<file path="src/rtl/dmem_arbiter_pkg.sv">
// Shared widths, FSM encoding and counter helper for the two-port dmem arbiter.
package dmem_arbiter_pkg;

    localparam int ADDR_W_DEF = 12;
    localparam int DATA_W_DEF = 32;
    localparam int CNT_W      = 4;

    localparam logic [1:0] ST_IDLE = 2'd0;
    localparam logic [1:0] ST_OWN0 = 2'd1;
    localparam logic [1:0] ST_OWN1 = 2'd2;

    typedef logic [CNT_W-1:0] cnt_t;

    function automatic cnt_t sat_inc(cnt_t c, cnt_t lim);
        return (c >= lim) ? lim : c + cnt_t'(1);
    endfunction

endpackage

</file>
<file path="src/rtl/dmem_arbiter_if.sv">
// Request/response bundle between the two dmem requesters, the arbiter and the dmem macro.
interface dmem_arbiter_if
    import dmem_arbiter_pkg::*;
#(
    parameter int ADDR_W = ADDR_W_DEF,
    parameter int DATA_W = DATA_W_DEF
) ();

    logic              p0_req;
    logic              p0_wren;
    logic [ADDR_W-1:0] p0_addr;
    logic [DATA_W-1:0] p0_wdata;
    logic              p0_gnt;
    logic              p0_rvalid;
    logic [DATA_W-1:0] p0_rdata;

    logic              p1_req;
    logic              p1_wren;
    logic [ADDR_W-1:0] p1_addr;
    logic [DATA_W-1:0] p1_wdata;
    logic              p1_gnt;
    logic              p1_rvalid;
    logic [DATA_W-1:0] p1_rdata;

    logic [ADDR_W-1:0] mem_addr;
    logic [DATA_W-1:0] mem_data;
    logic              mem_wren;
    logic [DATA_W-1:0] mem_q;
    logic              busy;

    modport slave (
        input  p0_req, p0_wren, p0_addr, p0_wdata,
        input  p1_req, p1_wren, p1_addr, p1_wdata,
        input  mem_q,
        output p0_gnt, p0_rvalid, p0_rdata,
        output p1_gnt, p1_rvalid, p1_rdata,
        output mem_addr, mem_data, mem_wren, busy
    );

    modport master (
        output p0_req, p0_wren, p0_addr, p0_wdata,
        output p1_req, p1_wren, p1_addr, p1_wdata,
        output mem_q,
        input  p0_gnt, p0_rvalid, p0_rdata,
        input  p1_gnt, p1_rvalid, p1_rdata,
        input  mem_addr, mem_data, mem_wren, busy
    );

endinterface

</file>
<file path="src/rtl/dmem_arbiter_rr_pick.sv">
// Grant decision: keep the current owner until its burst limit, else hand over in the same cycle.
module rr_pick
    import dmem_arbiter_pkg::*;
#(
    parameter int MAX_BURST = 4
) (
    input  logic [1:0] req,
    input  logic       last_owner,
    input  logic [1:0] state,
    input  cnt_t       cnt,
    output logic [1:0] grant
);

    localparam cnt_t LIM = cnt_t'(MAX_BURST);

    always_comb begin
        grant = 2'b00;
        case (state)
            ST_OWN0: begin
                if (req[0] && ((cnt < LIM) || !req[1])) grant = 2'b01;
                else if (req[1])                         grant = 2'b10;
            end
            ST_OWN1: begin
                if (req[1] && ((cnt < LIM) || !req[0])) grant = 2'b10;
                else if (req[0])                         grant = 2'b01;
            end
            default: begin
                // on contention from idle, favour whoever did not own the bus last
                if (req == 2'b11) grant = last_owner ? 2'b01 : 2'b10;
                else              grant = req;
            end
        endcase
    end

endmodule

</file>
<file path="src/rtl/dmem_arbiter.sv">
// Two-port dmem arbiter: burst-limited ownership, zero-cycle handover, one-cycle read return.
//   state   | meaning
//   IDLE    | no access issued last cycle
//   OWN0    | port 0 owns the bus, cnt = grants in its current run
//   OWN1    | port 1 owns the bus, cnt = grants in its current run
module dmem_arbiter
    import dmem_arbiter_pkg::*;
#(
    parameter int ADDR_W    = ADDR_W_DEF,
    parameter int DATA_W    = DATA_W_DEF,
    parameter int MAX_BURST = 4
) (
    input  logic           clk,
    input  logic           rst_n,
    dmem_arbiter_if.slave  bus
);

    localparam cnt_t BURST_LIM = cnt_t'(MAX_BURST);

    logic [1:0]        state;
    cnt_t              cnt;
    logic              last_owner;
    logic [1:0]        pick;
    logic [1:0]        gnt;
    logic [1:0]        rvalid;
    logic [ADDR_W-1:0] addr_mux;
    logic [DATA_W-1:0] data_mux;
    logic              wren_mux;

    rr_pick #(.MAX_BURST(MAX_BURST)) u_rr_pick (
        .req        ({bus.p1_req, bus.p0_req}),
        .last_owner (last_owner),
        .state      (state),
        .cnt        (cnt),
        .grant      (pick)
    );

    // grants are suppressed combinationally while reset is held
    assign gnt = rst_n ? pick : 2'b00;

    always_comb begin
        addr_mux = '0;
        data_mux = '0;
        wren_mux = 1'b0;
        if (gnt[0]) begin
            addr_mux = bus.p0_addr;
            data_mux = bus.p0_wdata;
            wren_mux = bus.p0_wren;
        end else if (gnt[1]) begin
            addr_mux = bus.p1_addr;
            data_mux = bus.p1_wdata;
            wren_mux = bus.p1_wren;
        end
    end

    always_ff @(posedge clk or negedge rst_n) begin
        if (!rst_n) begin
            state      <= ST_IDLE;
            cnt        <= '0;
            last_owner <= 1'b1;
            rvalid     <= 2'b00;
        end else begin
            rvalid <= {gnt[1] & ~bus.p1_wren, gnt[0] & ~bus.p0_wren};
            if (gnt[0]) begin
                if (state == ST_OWN0) begin
                    cnt <= sat_inc(cnt, BURST_LIM);
                end else begin
                    state      <= ST_OWN0;
                    cnt        <= cnt_t'(1);
                    last_owner <= 1'b0;
                end
            end else if (gnt[1]) begin
                if (state == ST_OWN1) begin
                    cnt <= sat_inc(cnt, BURST_LIM);
                end else begin
                    state      <= ST_OWN1;
                    cnt        <= cnt_t'(1);
                    last_owner <= 1'b1;
                end
            end else begin
                state <= ST_IDLE;
                cnt   <= '0;
            end
        end
    end

    assign bus.p0_gnt    = gnt[0];
    assign bus.p1_gnt    = gnt[1];
    assign bus.p0_rvalid = rvalid[0];
    assign bus.p1_rvalid = rvalid[1];
    assign bus.p0_rdata  = bus.mem_q;
    assign bus.p1_rdata  = bus.mem_q;
    assign bus.mem_addr  = addr_mux;
    assign bus.mem_data  = data_mux;
    assign bus.mem_wren  = wren_mux;
    assign bus.busy      = (state != ST_IDLE);

endmodule

</file>
<file path="src/flat_wrapper.sv">
// flat-port wrapper written by rule: the top's interface ports become plain ports
module dmem_arbiter_flat import dmem_arbiter_pkg::*;
#(
    parameter int ADDR_W    = ADDR_W_DEF,
    parameter int DATA_W    = DATA_W_DEF,
    parameter int MAX_BURST = 4
)
  (clk, rst_n, bus_p0_req, bus_p0_wren, bus_p0_addr, bus_p0_wdata, bus_p1_req, bus_p1_wren, bus_p1_addr, bus_p1_wdata, bus_mem_q, bus_p0_gnt, bus_p0_rvalid, bus_p0_rdata, bus_p1_gnt, bus_p1_rvalid, bus_p1_rdata, bus_mem_addr, bus_mem_data, bus_mem_wren, bus_busy);
  dmem_arbiter_if #(.ADDR_W(ADDR_W), .DATA_W(DATA_W)) bus_i ();
  input  logic clk;
  input  logic rst_n;
  input wire logic [$bits(bus_i.p0_req)-1:0] bus_p0_req;
  input wire logic [$bits(bus_i.p0_wren)-1:0] bus_p0_wren;
  input wire logic [$bits(bus_i.p0_addr)-1:0] bus_p0_addr;
  input wire logic [$bits(bus_i.p0_wdata)-1:0] bus_p0_wdata;
  input wire logic [$bits(bus_i.p1_req)-1:0] bus_p1_req;
  input wire logic [$bits(bus_i.p1_wren)-1:0] bus_p1_wren;
  input wire logic [$bits(bus_i.p1_addr)-1:0] bus_p1_addr;
  input wire logic [$bits(bus_i.p1_wdata)-1:0] bus_p1_wdata;
  input wire logic [$bits(bus_i.mem_q)-1:0] bus_mem_q;
  output wire logic [$bits(bus_i.p0_gnt)-1:0] bus_p0_gnt;
  output wire logic [$bits(bus_i.p0_rvalid)-1:0] bus_p0_rvalid;
  output wire logic [$bits(bus_i.p0_rdata)-1:0] bus_p0_rdata;
  output wire logic [$bits(bus_i.p1_gnt)-1:0] bus_p1_gnt;
  output wire logic [$bits(bus_i.p1_rvalid)-1:0] bus_p1_rvalid;
  output wire logic [$bits(bus_i.p1_rdata)-1:0] bus_p1_rdata;
  output wire logic [$bits(bus_i.mem_addr)-1:0] bus_mem_addr;
  output wire logic [$bits(bus_i.mem_data)-1:0] bus_mem_data;
  output wire logic [$bits(bus_i.mem_wren)-1:0] bus_mem_wren;
  output wire logic [$bits(bus_i.busy)-1:0] bus_busy;
  assign bus_i.p0_req = bus_p0_req;
  assign bus_i.p0_wren = bus_p0_wren;
  assign bus_i.p0_addr = bus_p0_addr;
  assign bus_i.p0_wdata = bus_p0_wdata;
  assign bus_i.p1_req = bus_p1_req;
  assign bus_i.p1_wren = bus_p1_wren;
  assign bus_i.p1_addr = bus_p1_addr;
  assign bus_i.p1_wdata = bus_p1_wdata;
  assign bus_i.mem_q = bus_mem_q;
  assign bus_p0_gnt = bus_i.p0_gnt;
  assign bus_p0_rvalid = bus_i.p0_rvalid;
  assign bus_p0_rdata = bus_i.p0_rdata;
  assign bus_p1_gnt = bus_i.p1_gnt;
  assign bus_p1_rvalid = bus_i.p1_rvalid;
  assign bus_p1_rdata = bus_i.p1_rdata;
  assign bus_mem_addr = bus_i.mem_addr;
  assign bus_mem_data = bus_i.mem_data;
  assign bus_mem_wren = bus_i.mem_wren;
  assign bus_busy = bus_i.busy;
  dmem_arbiter #(.ADDR_W(ADDR_W), .DATA_W(DATA_W), .MAX_BURST(MAX_BURST)) u_core (.clk(clk), .rst_n(rst_n), .bus(bus_i));
endmodule
</file>
<file path="config.mk">
export PLATFORM = sky130hd
export DESIGN_NAME = dmem_arbiter_flat
export DESIGN_NICKNAME = d
export VERILOG_FILES = /design/src/rtl/dmem_arbiter_pkg.sv /design/src/rtl/dmem_arbiter_if.sv /design/src/rtl/dmem_arbiter_rr_pick.sv /design/src/rtl/dmem_arbiter.sv /design/src/flat_wrapper.sv
export SDC_FILE = /design/constraint.sdc
export NUM_CORES = 1
export LEC_CHECK = 0
export CORE_AREA = 8 8 87 89
export CTS_CLUSTER_DIAMETER = 60
export DETAILED_ROUTE_END_ITERATION = 6
export DIE_AREA = 0 0 95 97
export DONT_BUFFER_PORTS = 1
export PLACE_DENSITY = 0.39
export SETUP_SLACK_MARGIN = 0.5
export SLEW_MARGIN = 20
export SYNTH_ARGS = -nofsm -noshare
export SYNTH_HDL_FRONTEND = slang
export SYNTH_HIERARCHICAL = 1
export SYNTH_SLANG_ARGS = --single-unit
</file>
<file path="constraint.sdc">
create_clock -name clk -period 5.7 [get_ports clk]
set_clock_uncertainty 0.15 [all_clocks]
set_input_delay 0.855 -clock clk [delete_from_list [all_inputs] [get_ports clk]]
set_output_delay 0.855 -clock clk [all_outputs]
set_load 0.005 [all_outputs]
</file>
# [Word-level counts from Yosys, hierarchy flattened]
# Index checks and enable logic that the tools add are counted.
[op_classes] addsub=1 n_lt_le_gt_ge=2 n_eq_ne=6 muxes=27 bitwise_logic=4 n_reduce_logical=10
[ops] op="32-bit two-way mux" count=2
[ops] op="12-bit two-way mux" count=2
[ops] op="2-bit two-way mux" count=10
[ops] op="4-bit two-way mux" count=5
[ops] op="1-bit two-way mux" count=7
[ops] op="4-bit by 1-bit adder with 4-bit output, second input constant" count=1
[ops] op="2-bit == test, second input constant" count=2
[ops] op="4-bit by 3-bit greater-or-equal comparator with 1-bit output, second input constant" count=1
[ops] op="4-bit by 3-bit < comparator with 1-bit output, second input constant" count=1
[ops] op="2-bit one-hot mux with 2 select lines" count=1
[ops] op="2-bit nonzero test" count=2
[ops] op="3-bit != test, second input constant" count=1
[ops] op="3-bit AND reduction" count=1
[ops] op="1-bit AND" count=2
[ops] op="2-bit by 1-bit == test with 1-bit output, second input constant" count=1
[ops] op="1-bit logical AND" count=2
[ops] op="1-bit zero test" count=2
[ops] op="1-bit logical OR" count=2
[ops] op="2-bit by 1-bit != test with 1-bit output, second input constant" count=1
[ops] op="2-bit != test, second input constant" count=1
[ops] op="1-bit inverter" count=2
[ops] op="2-bit AND reduction" count=1
[totals] reg_bits=9 in_bits=126 elab_cells=54

# [Longest topological paths before layout]
[logic_depth] word_depth=8 ltp_mapped=9 depth_no_buf=8

# [Modules after synthesis]
# Netlist, hierarchy kept.
[by_module_without_submodules] mod="dmem_arbiter" instances=1 cells_each=151 area_each_um2=1318.8
[by_module_without_submodules] mod="rr_pick" instances=1 cells_each=15 area_each_um2=110.1

# [Worst setup path before layout]
# Ideal clock, no wire load.
[synth_path] path_kind="register to output" startpoint="reg u_core.state[0]" endpoint="out bus_mem_addr[0]" arrival_ns=1.956 required_time_ns=4.695 path_slack_ns=2.739 stages_incl_launch_ff=10 n_path_buf=2 cell_sequence="dfrtp_1 inv_1 ha_1 or3_4 o211ai_2 a31oi_1 and3b_1 buf_6 buf_6 a22o_1"
[synth_lines] item="from (decl)" line="dmem_arbiter.sv:20" source="logic [1:0] state;"
[synth_lines] item="from (signal assigned)" line="dmem_arbiter.sv:58" source="state <= ST_IDLE;"
[synth_lines] item="from (signal assigned)" line="dmem_arbiter.sv:68" source="state <= ST_OWN0;"
[synth_lines] item="from (signal assigned)" line="dmem_arbiter.sv:76" source="state <= ST_OWN1;"
[synth_lines] item="2-bit == test / 2-bit by 1-bit == test with 1-bit output (equally long branches)" line="dmem_arbiter_rr_pick.sv:18" source="case (state)"
[synth_lines] item="2-bit one-hot mux with 2 select lines *" line="dmem_arbiter_rr_pick.sv:18"
[synth_lines] item="named net u_core.pick[0]" line="dmem_arbiter.sv:23" source="logic [1:0] pick;"
[synth_lines] item="2-bit two-way mux *" line="dmem_arbiter.sv:39" source="assign gnt = rst_n ? pick : 2'b00;"
[synth_lines] item="12-bit two-way mux *" line="dmem_arbiter.sv:45" source="if (gnt[0]) begin"
[synth_lines] item="to (decl)" line="flat_wrapper.sv:27" source="output wire logic [$bits(bus_i.mem_addr)-1:0] bus_mem_addr;"
# The timed path passes the listed nets; every way through them passes the cells marked *.

# [Worst setup path after layout]
[layout_path] startpoint="reg u_core.state[0]" endpoint="out bus_mem_addr[5]"
[layout_lines] item="2-bit == test / 2-bit by 1-bit == test with 1-bit output (equally long branches)" line="dmem_arbiter_rr_pick.sv:18"
[layout_lines] item="2-bit one-hot mux with 2 select lines *" line="dmem_arbiter_rr_pick.sv:18"
[layout_lines] item="named net u_core.pick[0]" line="dmem_arbiter.sv:23"
[layout_lines] item="2-bit two-way mux *" line="dmem_arbiter.sv:39"
[layout_lines] item="named net bus_p0_gnt" line="flat_wrapper.sv:21" source="output wire logic [$bits(bus_i.p0_gnt)-1:0] bus_p0_gnt;"
[layout_lines] item="12-bit two-way mux *" line="dmem_arbiter.sv:45"
# Marks and branches as above.

==> impl_metrics.tcl <==
set metrics [dict create \
    port_buffers 0 \
    setup_viol 0 \
    cts_buffers 3 \
    synth_cell_type_count 29 \
    post_cts_buffers 0 \
    antenna_cells 0 \
    multi_input_area_um2 639 \
    gr-usage-all-layers_pct 10.4 \
    fin_setup_tns_ns 0 \
    worstSetupPathType "register to output port" \
    fill_cells 685 \
    synth.largest_area_cell "buf_4" \
    routed_wl_mm 5.50 \
    dieArea_um2 9220 \
    tritoncts "built" \
    grt_overflow_total 0 \
    ys_seq_elements 9 \
    max_cap_violations 0 \
    fin_util_pct 16.7 \
    avgRoutedWirePerCell_um 31.4 \
    drt-initial-drc-count 45 \
    vias 995 \
    nets 228 \
    hold_buffers 0 \
    crit_required_ns 4.70 \
    grt_pass1_wl_mm 7.16 \
    fp.dieW_um 95 \
    ys_warn_count 6 \
    hold_violations 0 \
    worstMarginPinSlew_ns 0.766 \
    synth_top_area_share_pct 33.6 \
    root_buffer "clkbuf_8" \
    cts_resized 0 \
    final_layout_size_suffix_gt1_share_pct 10.2 \
    seq_area_frac_synth_pct 15.8 \
    fin_crit_sh_pct 67.1 \
    max-vdd-ir-drop_v 0.0000802 \
    syn2layout_area_growth_pct -27.7 \
    timing.fmax_ghz 0.262 \
    hpwl_mm 4.83 \
    dr.pass1.iters 4 \
    initial_utilization_pct 23.0 \
    clock_latency_ns 0.23 \
    vias_per_cell 5.69 \
    start_kind "register" \
    syn-num-nets 295 \
    power.leakage_nw 0.428 \
    htree_num_levels 1 \
    num_rows 29 \
    die_h_um 97 \
    critPathArrivalTime_ns 2.82 \
    path_max_fanout 46 \
    hp-class "input pin to async pin" \
    slew_violations 0 \
    synth.avg_cell_area_um2 8.61 \
    netlist_instances 166 \
    gp_congestion 0.775 \
    status "completed" \
    grt_max_degree 49 \
    clock-sinks 9 \
    synth_area_um2 1430 \
    slew_headroom_pct 48.9 \
    pwr_density_cell_nw_per_um2 328 \
    drc 0 \
    grt_pass1_vias 1108 \
    io_pins 240 \
    antenna_left 0 \
    grt_antenna_before_repair 0 \
    design.core.area_um2 6200 \
    clockBufferDepth 2 \
    layout.area.seq_um2 226 \
    clkTransAtPathRegs_ns 0.05 \
    cp-end-kind "output port" \
    synthTopCellsByArea "buf_4, a22o_1, dfrtp_1" \
    rsz0062_at_grt "no" \
    period_minus_slack_ns 3.82 \
]
-- area by class of cell --
cell class | count | share of cell area, %
multi-input cells | 79 | 61.9
flip-flops and latches | 9 | 21.9
well taps | 77 | 9.32
clock buffers | 4 | 4.36
inverters | 5 | 1.82
repair buffers | 1 | 0.726
-- routing by layer --
metal	vias up	GRT usage, %	share of wire (%)
met5	-	0	0
met3	39	4.64	13
met1	432	8.17	28
met4	0	5.53	4.0
li1	406	-	-
met2	118	20.3	54
-- worst paths after layout --
path | start | end | slack (ns) | cells after the start
min in group clk | u_core/cnt[2]$_DFF_PN0_ | u_core/cnt[1]$_DFF_PN0_ | 0.35 | 1
max reg2reg | u_core/state[0]$_DFFE_PN0P_ | u_core/last_owner$_DFFE_PN1P_ | 3.16 | 9
max in group asynchronous | rst_n | u_core/last_owner$_DFFE_PN1P_ | 5.07 | 0
min | rst_n | u_core/state[0]$_DFFE_PN0P_ | 0.16 | 0
min reg2reg | u_core/cnt[2]$_DFF_PN0_ | u_core/cnt[1]$_DFF_PN0_ | 0.35 | 1
max | u_core/state[0]$_DFFE_PN0P_ | bus_mem_addr[5] | 1.88 | 8
-- registers in the layout, indices dropped and copies added (netlist names) --
register	flops
u_core/last_owner	1
u_core/rvalid	2
u_core/cnt	4
u_core/state	2
-- cell usage after synthesis --
master,count
buf_4,64
a22o_1,45
dfrtp_1,8
buf_2,6
inv_1,4
nor2_1,4
buf_6,3
ha_1,3
nor4b_1,3
a21oi_1,2
a31oi_1,2
mux2i_1,2
nand2_1,2
nand3_1,2
nor3_1,2
a21bo_2,1
a22oi_1,1
and2_1,1
and3b_1,1
conb_1,1
dfstp_2,1
inv_2,1
nand3b_1,1
nand4bb_1,1
nor2b_1,1
o211ai_2,1
o21ai_0,1
or2_2,1
or3_4,1
-- worst max-delay path: stages (launching register included) --
cell,delay [ns]
dfrtp_1,0.45
inv_1,0.07
ha_1,0.35
or3_4,0.15
o211ai_2,0.07
a31oi_1,0.35
nand2_1,0.21
inv_2,0.60
a22o_1,0.33
-- per-stage QoR --
step                      hold slack, ns  instances  worst slack (ns)  total power, mW  cell area, um2
final                              0.165        175              1.88            0.338            1030
after global routing               0.149        175              1.66            0.362            1030
after CTS                          0.159        175              1.89            0.343            1030
after detailed placement           0.344        171              2.12            0.267             988
after global placement             0.325        171              2.26            0.264             988
after floorplan                    0.304        166              2.74            0.275            1430
-- cells by family after synthesis --
kind of cell / share of synthesized area, %
AND/OR/NAND/NOR: 8.85
buffers and inverters: 39.4
AO/OA/AOI/OAI: 31.6
flip-flops: 15.8
multiplexers: 1.40
adder cells (fa/ha/maj): 2.63
other: 0.262
-- placed cells by master (no fill, tap or decap) --
cell and count:
conb_1 1, mux2i_1 2, nand3_1 2, nand2_1 2, a21bo_2 1, or2_2 1
nor2b_1 1, nor4b_1 3, and3b_1 1, dfstp_2 1, o21ai_0 1, nor2_1 4
dfrtp_1 8, or3_4 1, a21oi_1 2, nand4bb_1 1, a22o_1 45, clkbuf_8 3
and2_1 1, inv_2 1, inv_1 4, clkbuf_1 1, o211ai_2 1, ha_1 3
a22oi_1 1, nand3b_1 1, a31oi_1 2, nor3_1 2, buf_4 1
-- report_power, final --
group	leakage, nW	internal (mW)	switching, mW
clock network	0.0228	0.0487	0.0254
logic	0.288	0.0723	0.101
registers	0.117	0.0780	0.0127
Power figures use the tool's default switching activity.
